<file path="src/rtl/hex_scan_driver_pkg.sv">
// Shared definitions for the four-digit hex scan driver.
// Holds the digit count, the scan FSM state type, the all-anodes-off
// pattern, and helpers for anode selection and leading-zero suppression.
package hex_scan_driver_pkg;

  localparam int NUM_DIG = 4;
  localparam int IDX_W   = $clog2(NUM_DIG);

  localparam logic [IDX_W-1:0]   LAST_IDX = IDX_W'(NUM_DIG - 1);
  localparam logic [NUM_DIG-1:0] AN_OFF   = 4'b1111;

  typedef enum logic [1:0] {
    IDLE,
    SHOW,
    DEAD
  } state_t;

  // Active-low one-hot anode pattern for the selected digit.
  function automatic logic [NUM_DIG-1:0] an_sel(input logic [IDX_W-1:0] idx);
    logic [NUM_DIG-1:0] pat;
    pat      = AN_OFF;
    pat[idx] = 1'b0;
    return pat;
  endfunction

  // Bit k set when digit k is a leading zero: nibbles k..top all zero.
  // Digit 0 is never suppressed so a zero value still shows one "0".
  function automatic logic [NUM_DIG-1:0] lz_mask(input logic [4*NUM_DIG-1:0] nib,
                                                 input logic                   ena);
    logic [NUM_DIG-1:0] mask;
    logic               zero_above;
    mask       = '0;
    zero_above = ena;
    for (int k = NUM_DIG - 1; k >= 1; k--) begin
      zero_above = zero_above && (nib[4*k +: 4] == 4'h0);
      mask[k]    = zero_above;
    end
    return mask;
  endfunction

endpackage

</file>
<file path="src/rtl/hex_scan_driver_scan_timer.sv">
// Dwell timer for the scan FSM.
// Counts clk cycles from 0 up to a reloadable terminal value and wraps to 0;
// tc is high during the last cycle of the interval.
// Ports:
//   clk, rst_n : clock, asynchronous active-low reset
//   clr        : synchronous clear (holds count at 0)
//   last       : terminal count (interval length minus one)
//   cnt        : current count
//   tc         : terminal-count strobe
module scan_timer #(
  parameter int CNT_W = 8
) (
  input  logic             clk,
  input  logic             rst_n,
  input  logic             clr,
  input  logic [CNT_W-1:0] last,
  output logic [CNT_W-1:0] cnt,
  output logic             tc
);

  assign tc = (cnt == last);

  always_ff @(posedge clk or negedge rst_n) begin
    if (!rst_n) begin
      cnt <= '0;
    end else if (clr || tc) begin
      cnt <= '0;
    end else begin
      cnt <= cnt + 1'b1;
    end
  end

endmodule

</file>
<file path="src/rtl/hex_scan_driver.sv">
// Time-multiplexes four hex digits onto a single hex-to-7-segment decoder.
// Each digit is shown for SCAN_DIV cycles followed by DEAD_CYC cycles with all
// anodes off. New data is double-buffered and only becomes active at a frame
// boundary (or immediately while idle), so a frame never mixes old and new data.
// Ports:
//   clk, rst_n  : clock, asynchronous active-low reset
//   en          : scan enable, 0 = display dark
//   upd         : load strobe for hex_in / point_in / le_in
//   hex_in      : four nibbles, [3:0] is digit 0 (rightmost)
//   point_in    : per-digit dot request
//   le_in       : per-digit forced blank
//   lz_sup      : leading-zero suppression enable
//   hex         : code to decoder
//   le          : decoder blank (1 = segments off)
//   point       : decoder dot request (1 = lit)
//   an          : digit anodes, active low
//   upd_ack     : pulse when pending data becomes active
//   frame_done  : pulse on the last dead cycle of digit 3
module hex_scan_driver
  import hex_scan_driver_pkg::*;
#(
  parameter int SCAN_DIV = 100000,
  parameter int DEAD_CYC = 16
) (
  input  logic                 clk,
  input  logic                 rst_n,
  input  logic                 en,
  input  logic                 upd,
  input  logic [4*NUM_DIG-1:0] hex_in,
  input  logic [NUM_DIG-1:0]   point_in,
  input  logic [NUM_DIG-1:0]   le_in,
  input  logic                 lz_sup,
  output logic [3:0]           hex,
  output logic                 le,
  output logic                 point,
  output logic [NUM_DIG-1:0]   an,
  output logic                 upd_ack,
  output logic                 frame_done
);

  localparam int MAX_CYC = (SCAN_DIV > DEAD_CYC) ? SCAN_DIV : DEAD_CYC;
  localparam int CNT_W   = $clog2(MAX_CYC) + 1;

  localparam logic [CNT_W-1:0] SHOW_LAST = CNT_W'(SCAN_DIV - 1);
  localparam logic [CNT_W-1:0] DEAD_LAST = CNT_W'(DEAD_CYC - 1);
  localparam logic [CNT_W-1:0] DEAD_PRE  = CNT_W'(DEAD_CYC - 2);

  state_t               state, state_nxt;
  logic [IDX_W-1:0]     idx, idx_nxt;

  logic [4*NUM_DIG-1:0] act_hex, pend_hex, act_hex_nxt;
  logic [NUM_DIG-1:0]   act_pt, pend_pt, act_pt_nxt;
  logic [NUM_DIG-1:0]   act_le, pend_le, act_le_nxt;
  logic                 pend;
  logic                 commit;

  logic [CNT_W-1:0]     cnt;
  logic                 tc;
  logic                 tmr_clr;

  logic [NUM_DIG-1:0]   sup;
  logic [3:0]           hex_nxt;
  logic                 le_nxt, point_nxt, fd_nxt;
  logic [NUM_DIG-1:0]   an_nxt;

  // The timer is held at zero while idle or disabled so every SHOW/DEAD
  // interval starts from a clean count.
  assign tmr_clr = (state == IDLE) || !en;

  scan_timer #(
    .CNT_W (CNT_W)
  ) u_timer (
    .clk   (clk),
    .rst_n (rst_n),
    .clr   (tmr_clr),
    .last  ((state == SHOW) ? SHOW_LAST : DEAD_LAST),
    .cnt   (cnt),
    .tc    (tc)
  );

  always_comb begin
    state_nxt = state;
    idx_nxt   = idx;
    commit    = 1'b0;
    fd_nxt    = 1'b0;

    case (state)
      IDLE: begin
        commit = pend;
        if (en) begin
          state_nxt = SHOW;
        end
      end
      SHOW: begin
        if (tc) begin
          state_nxt = DEAD;
          // A one-cycle dead time makes its first cycle also its last.
          if ((DEAD_CYC == 1) && (idx == LAST_IDX)) begin
            fd_nxt = 1'b1;
          end
        end
      end
      DEAD: begin
        if (tc) begin
          state_nxt = SHOW;
          idx_nxt   = idx + 1'b1;
          if (idx == LAST_IDX) begin
            commit = pend && en;
          end
        end else if ((idx == LAST_IDX) && (cnt == DEAD_PRE)) begin
          fd_nxt = 1'b1;
        end
      end
      default: begin
        state_nxt = IDLE;
      end
    endcase

    if (!en) begin
      state_nxt = IDLE;
      idx_nxt   = '0;
      fd_nxt    = 1'b0;
    end

    // Outputs are derived from next-cycle state and data so they are
    // registered on the same edge as the state itself.
    act_hex_nxt = commit ? pend_hex : act_hex;
    act_pt_nxt  = commit ? pend_pt  : act_pt;
    act_le_nxt  = commit ? pend_le  : act_le;
    sup         = lz_mask(act_hex_nxt, lz_sup);

    an_nxt    = AN_OFF;
    le_nxt    = 1'b1;
    point_nxt = 1'b0;
    hex_nxt   = hex;
    if (state_nxt == SHOW) begin
      an_nxt    = an_sel(idx_nxt);
      hex_nxt   = act_hex_nxt[{idx_nxt, 2'b00} +: 4];
      le_nxt    = act_le_nxt[idx_nxt] | sup[idx_nxt];
      // The decoder drives the dot even when blanked, so gate it here.
      point_nxt = act_pt_nxt[idx_nxt] & ~le_nxt;
    end
  end

  always_ff @(posedge clk or negedge rst_n) begin
    if (!rst_n) begin
      state      <= IDLE;
      idx        <= '0;
      an         <= AN_OFF;
      le         <= 1'b1;
      point      <= 1'b0;
      hex        <= 4'h0;
      upd_ack    <= 1'b0;
      frame_done <= 1'b0;
    end else begin
      state      <= state_nxt;
      idx        <= idx_nxt;
      an         <= an_nxt;
      le         <= le_nxt;
      point      <= point_nxt;
      hex        <= hex_nxt;
      upd_ack    <= commit;
      frame_done <= fd_nxt;
    end
  end

  // A strobe on a commit cycle wins over clearing pend: the old pending
  // data moves to active while the new data stays pending.
  always_ff @(posedge clk or negedge rst_n) begin
    if (!rst_n) begin
      pend     <= 1'b0;
      pend_hex <= '0;
      pend_pt  <= '0;
      pend_le  <= '0;
      act_hex  <= '0;
      act_pt   <= '0;
      act_le   <= '0;
    end else begin
      if (upd) begin
        pend     <= 1'b1;
        pend_hex <= hex_in;
        pend_pt  <= point_in;
        pend_le  <= le_in;
      end else if (commit) begin
        pend <= 1'b0;
      end
      if (commit) begin
        act_hex <= pend_hex;
        act_pt  <= pend_pt;
        act_le  <= pend_le;
      end
    end
  end

endmodule

</file>
<file path="config.mk">
export PLATFORM = sky130hd
export DESIGN_NAME = hex_scan_driver
export DESIGN_NICKNAME = d
export VERILOG_FILES = /design/src/rtl/hex_scan_driver_pkg.sv /design/src/rtl/hex_scan_driver_scan_timer.sv /design/src/rtl/hex_scan_driver.sv
export SDC_FILE = /design/constraint.sdc
export NUM_CORES = 1
export LEC_CHECK = 0
export CORE_UTILIZATION = 45
export DETAILED_ROUTE_END_ITERATION = 16
export GPL_TIMING_DRIVEN = 0
export PLACE_DENSITY_LB_ADDON = 0.25
export SLEW_MARGIN = 5
export SYNTH_ARGS = -nofsm -noshare
export SYNTH_HDL_FRONTEND = slang
export SYNTH_SLANG_ARGS = --single-unit
</file>
<file path="constraint.sdc">
create_clock -name clk -period 3.06 [get_ports clk]
set_clock_uncertainty 0.15 [all_clocks]
set_input_delay 0.612 -clock clk [delete_from_list [all_inputs] [get_ports clk]]
set_output_delay 0.612 -clock clk [all_outputs]
set_load 0.05 [all_outputs]
</file>
==> metrics.log <==
INFO  metric fraction_of_layout_instances_using_a_drive_strength_above_1 = about a third
INFO  metric internal_power = between 1500 and 2000 uW
INFO  metric fillCellCount = ~640
INFO  metric seq_area_frac_synth = about 57%
INFO  metric max-vdd-ir-drop = roughly 0.25 mV
INFO  metric placed_cell_area = approximately 4200 um^2
INFO  metric fmaxAchievable = approximately 330 MHz
INFO  metric detail_route.first_pass.iterations = 5
INFO  metric finalHoldViolations = 0
INFO  metric maximum_net_fanout_on_the_critical_path = 9
INFO  metric power_leakage = 0.00204 uW
INFO  metric globalRouteOverflowTotal = 0
INFO  metric slew_limit_fails = 0
INFO  metric synth_cell_types = 46
INFO  metric layout.cells.most_common = sky130_fd_sc_hd__dfrtp_1
INFO  metric hold_depth = 2
INFO  metric route.final.wire_length = around 7.6 mm
INFO  metric swShare = between 20% and 30%
INFO  metric dieHeight = 92.3 um
INFO  metric reg2reg_setup_slack = 50 ps
INFO  metric num_vias = ~2600
INFO  metric worstSetupStartpointType = register
INFO  metric syn_avg_cell_area = between 10 and 15 um^2
INFO  metric final_weighted_congestion_of_routability_driven_global_placement = ~0.84
INFO  metric cts_num_sinks = just over 80
INFO  metric synth.net_count = 341
INFO  metric rsz0062_at_grt = yes
INFO  metric layout.cells.most_common_list = sky130_fd_sc_hd__dfrtp_1, sky130_fd_sc_hd__mux2_2, sky130_fd_sc_hd__clkdlybuf4s50_1, sky130_fd_sc_hd__buf_4, sky130_fd_sc_hd__nor2_1
INFO  metric multi_input_logic_area = about 1600 um^2
INFO  metric floorplan.initialDensity = a little under half
INFO  metric layout.nets = slightly above 400
INFO  metric violation_count_after_the_first_detailed_route_iteration = 89
INFO  metric sequential_cell_area = 2090 um^2
INFO  metric place.port_buffers = 38
INFO  metric final_cell_area = 4730 um^2
INFO  metric grt_max_degree = 64
INFO  metric routed_via_density = 5.31
INFO  metric worst-endpoint-arrival = 3100 ps
INFO  metric fin_crit = 3010 ps
INFO  metric maxcap_viol_count = 0
INFO  metric power_per_cell_area = 519 nW/um^2
INFO  metric relative_max_transition_margin = 46.0%
INFO  metric power.share.clock = about a third
INFO  metric endpoint_of_the_lowest_slack_register_to_register_path = point
INFO  metric post-route-period-util = between 90% and 100%
INFO  metric synthesis.area = roughly 3700 um^2
INFO  metric critical_path_required = approximately 3200 ps
INFO  metric synth_cells = about 310
INFO  metric die_area = ~8500 um^2
INFO  metric min_path_type = register to register
INFO  metric postRouteAntennaNets = 0
INFO  metric whs_endpoint = act_hex[2]
INFO  metric top_level_pins = between 40 and 50
INFO  metric fin_hold_ws = roughly 340 ps
INFO  metric dpl_hpwl = 5.02 mm
INFO  metric power.share.sequential = between 50% and 60%
INFO  metric clkSlewWorstSetupHoldPaths = 80 ps
INFO  metric antenna_cells_inserted = 0
INFO  metric vias_in_the_first_global_route = around 2500
INFO  metric hold_path_startpoint = act_hex[2]
INFO  metric antenna_found_initial = 0
INFO  metric post-place-ws = -330 ps
INFO  metric run_status = finished, final reports clean
INFO  metric r2r-start = u_timer.cnt[13]
INFO  metric placement_rows = 32
INFO  metric placeableCoreArea = between 7000 and 8000 um^2
INFO  metric post_drt_wl_per_cell = roughly 15 um
INFO  metric tightest_slew = between 800 and 900 ps
INFO  metric remaining_routing_drc_violations = 0
INFO  metric postSynthRegisterBits = between 80 and 90
INFO  metric floorplan.die.width = 92.3 um
INFO  metric clk_latency_worst_skew_pair = between 300 and 400 ps
INFO  metric crit_path_end_kind = register
INFO  metric net-switching-power = between 600 and 700 uW
INFO  metric combPwrFrac = ~16%
INFO  metric ctsHtreeMaxLevel = 3
INFO  metric setup_viol = 0
INFO  metric grt_pass1_wl = around 13 mm
INFO  metric root_buffer = sky130_fd_sc_hd__clkbuf_8
INFO  metric cts_tree = yes
INFO  metric cts.path.max_buffers = 2
INFO  metric track_usage = a little under a fifth
INFO  metric reg2reg_depth = 9
INFO  metric setup_ws = approximately 47 ps
INFO  metric cts_made_buffers = 9
INFO  metric yosysWarningCount = 0
INFO  metric critical_path.startpoint = u_timer.cnt[13]
INFO  metric area_growth = 29.0%
INFO  metric crit_path_category = register to register
cell type report:
type,instances,area share (%)
flip-flops and latches,83,44.2
multi-input cells,200,33.7
well taps,102,2.70
repair buffers,65,12.7
clock buffers,9,2.62
inverters,14,1.14
plain buffers,10,1.30
clock inverters,7,1.61
repair_timing:
item,in CTS,in global routing
buffers inserted,6,19
setup endpoints to repair,6,6
hold endpoints to repair,19,0
resized for setup,12,19
pin swaps,6,11
hold buffers,1,0
cell families after synthesis:
family	after synthesis	synth area share (%)
AND/OR/NAND/NOR	99	13.5
flip-flops	83	56.8
multiplexers	55	16.5
AO/OA/AOI/OAI	28	5.39
buffers and inverters	26	3.21
XOR/XNOR	15	3.58
adder cells (fa/ha/maj)	3	1.02
worst max-delay path: stages, from the launching register on:
cell and delay (ps):
sky130_fd_sc_hd__dfrtp_2 450, sky130_fd_sc_hd__nor4_4 340, sky130_fd_sc_hd__nand2_1 140, sky130_fd_sc_hd__a211o_1 330
sky130_fd_sc_hd__a211oi_4 310, sky130_fd_sc_hd__buf_6 190, sky130_fd_sc_hd__buf_4 120, sky130_fd_sc_hd__mux2_2 330
sky130_fd_sc_hd__and3_4 170, sky130_fd_sc_hd__o311a_1 360
routing by layer:
layer	up-vias	part of all wire, %	global-route usage, %
li1	1233	-	-
met1	1307	46	25.5
met2	51	49	30.7
met3	13	3.4	3.40
met4	0	1.8	8.46
met5	-	0	0
how the worst max path moves through the flow:
stage | endpoint | slack [ps] | depth (start not counted)
floorplan | hex[3] | 90 | 9
global placement | pend_le[2] | -1710 | 1
detailed placement | point | -330 | 11
CTS | point | 4 | 9
global route | point | -70 | 10
finish | point | 50 | 9
metrics by stage:
stage | cells | power [uW] | util, % | TNS (ps)
2_1_floorplan | 309 | 1500 | - | 0
3_3_place_gp | 449 | 1640 | 53.5 | -138060
3_5_place_dp | 450 | 1650 | 53.8 | -1380
4_1_cts | 471 | 2450 | 57.5 | 0
5_1_grt | 490 | 2560 | 60.6 | -136
6_report | 490 | 2450 | 60.6 | 0
flip-flops by register name, indices dropped and copies added, names as in the netlist:
| signal | flops |
|---|---|
| act_hex | 16 |
| an | 4 |
| pend | 1 |
| act_le | 4 |
| hex | 4 |
| idx | 2 |
| state | 2 |
| u_timer.cnt | 18 |
| frame_done | 1 |
| pend_hex | 16 |
| pend_le | 4 |
| point | 1 |
| upd_ack | 1 |
| pend_pt | 4 |
| le | 1 |
| act_pt | 4 |
cells in the mapped netlist, drive strengths merged:
master   count  share of area, %
nor2b        5              0.85
xnor2        6               1.4
nor3         2              0.27
o21bai       1              0.20
inv         13               1.3
a211o        1              0.24
o22ai        1              0.17
o21ai        6              0.82
and2         2              0.34
nand4        7               1.2
a41o         1              0.27
clkbuf       7              0.72
nand2b       4              0.68
mux2i       12               3.3
a2bb2oi      1              0.24
a21o         1              0.20
o311a        2              0.55
a31o         1              0.24
buf          5               1.1
mux2        43                13
nor4         7               1.2
nand2       20               2.0
clkinv       1              0.10
xor2         9               2.1
nor2        25               2.6
a31oi        1              0.17
o211ai       2              0.41
a211oi       4              0.96
or2          2              0.34
dfrtp       78                53
or4          2              0.41
a21oi        6              0.92
ha           3               1.0
nand3b       1              0.20
nand3       10               1.4
or3          3              0.51
dfstp        5               3.6
and3         9               1.5
power by group through the flow:
stage / clock, uW / combinational, uW / sequential (uW)
4_1_cts: 808 / 376 / 1270
6_report: 790 / 395 / 1270
3_5_place_dp: 0 / 365 / 1290
3_3_place_gp: 0 / 355 / 1280
2_1_floorplan: 0 / 184 / 1320
5_1_grt: 851 / 430 / 1280
(Power assumes the default switching activity.)
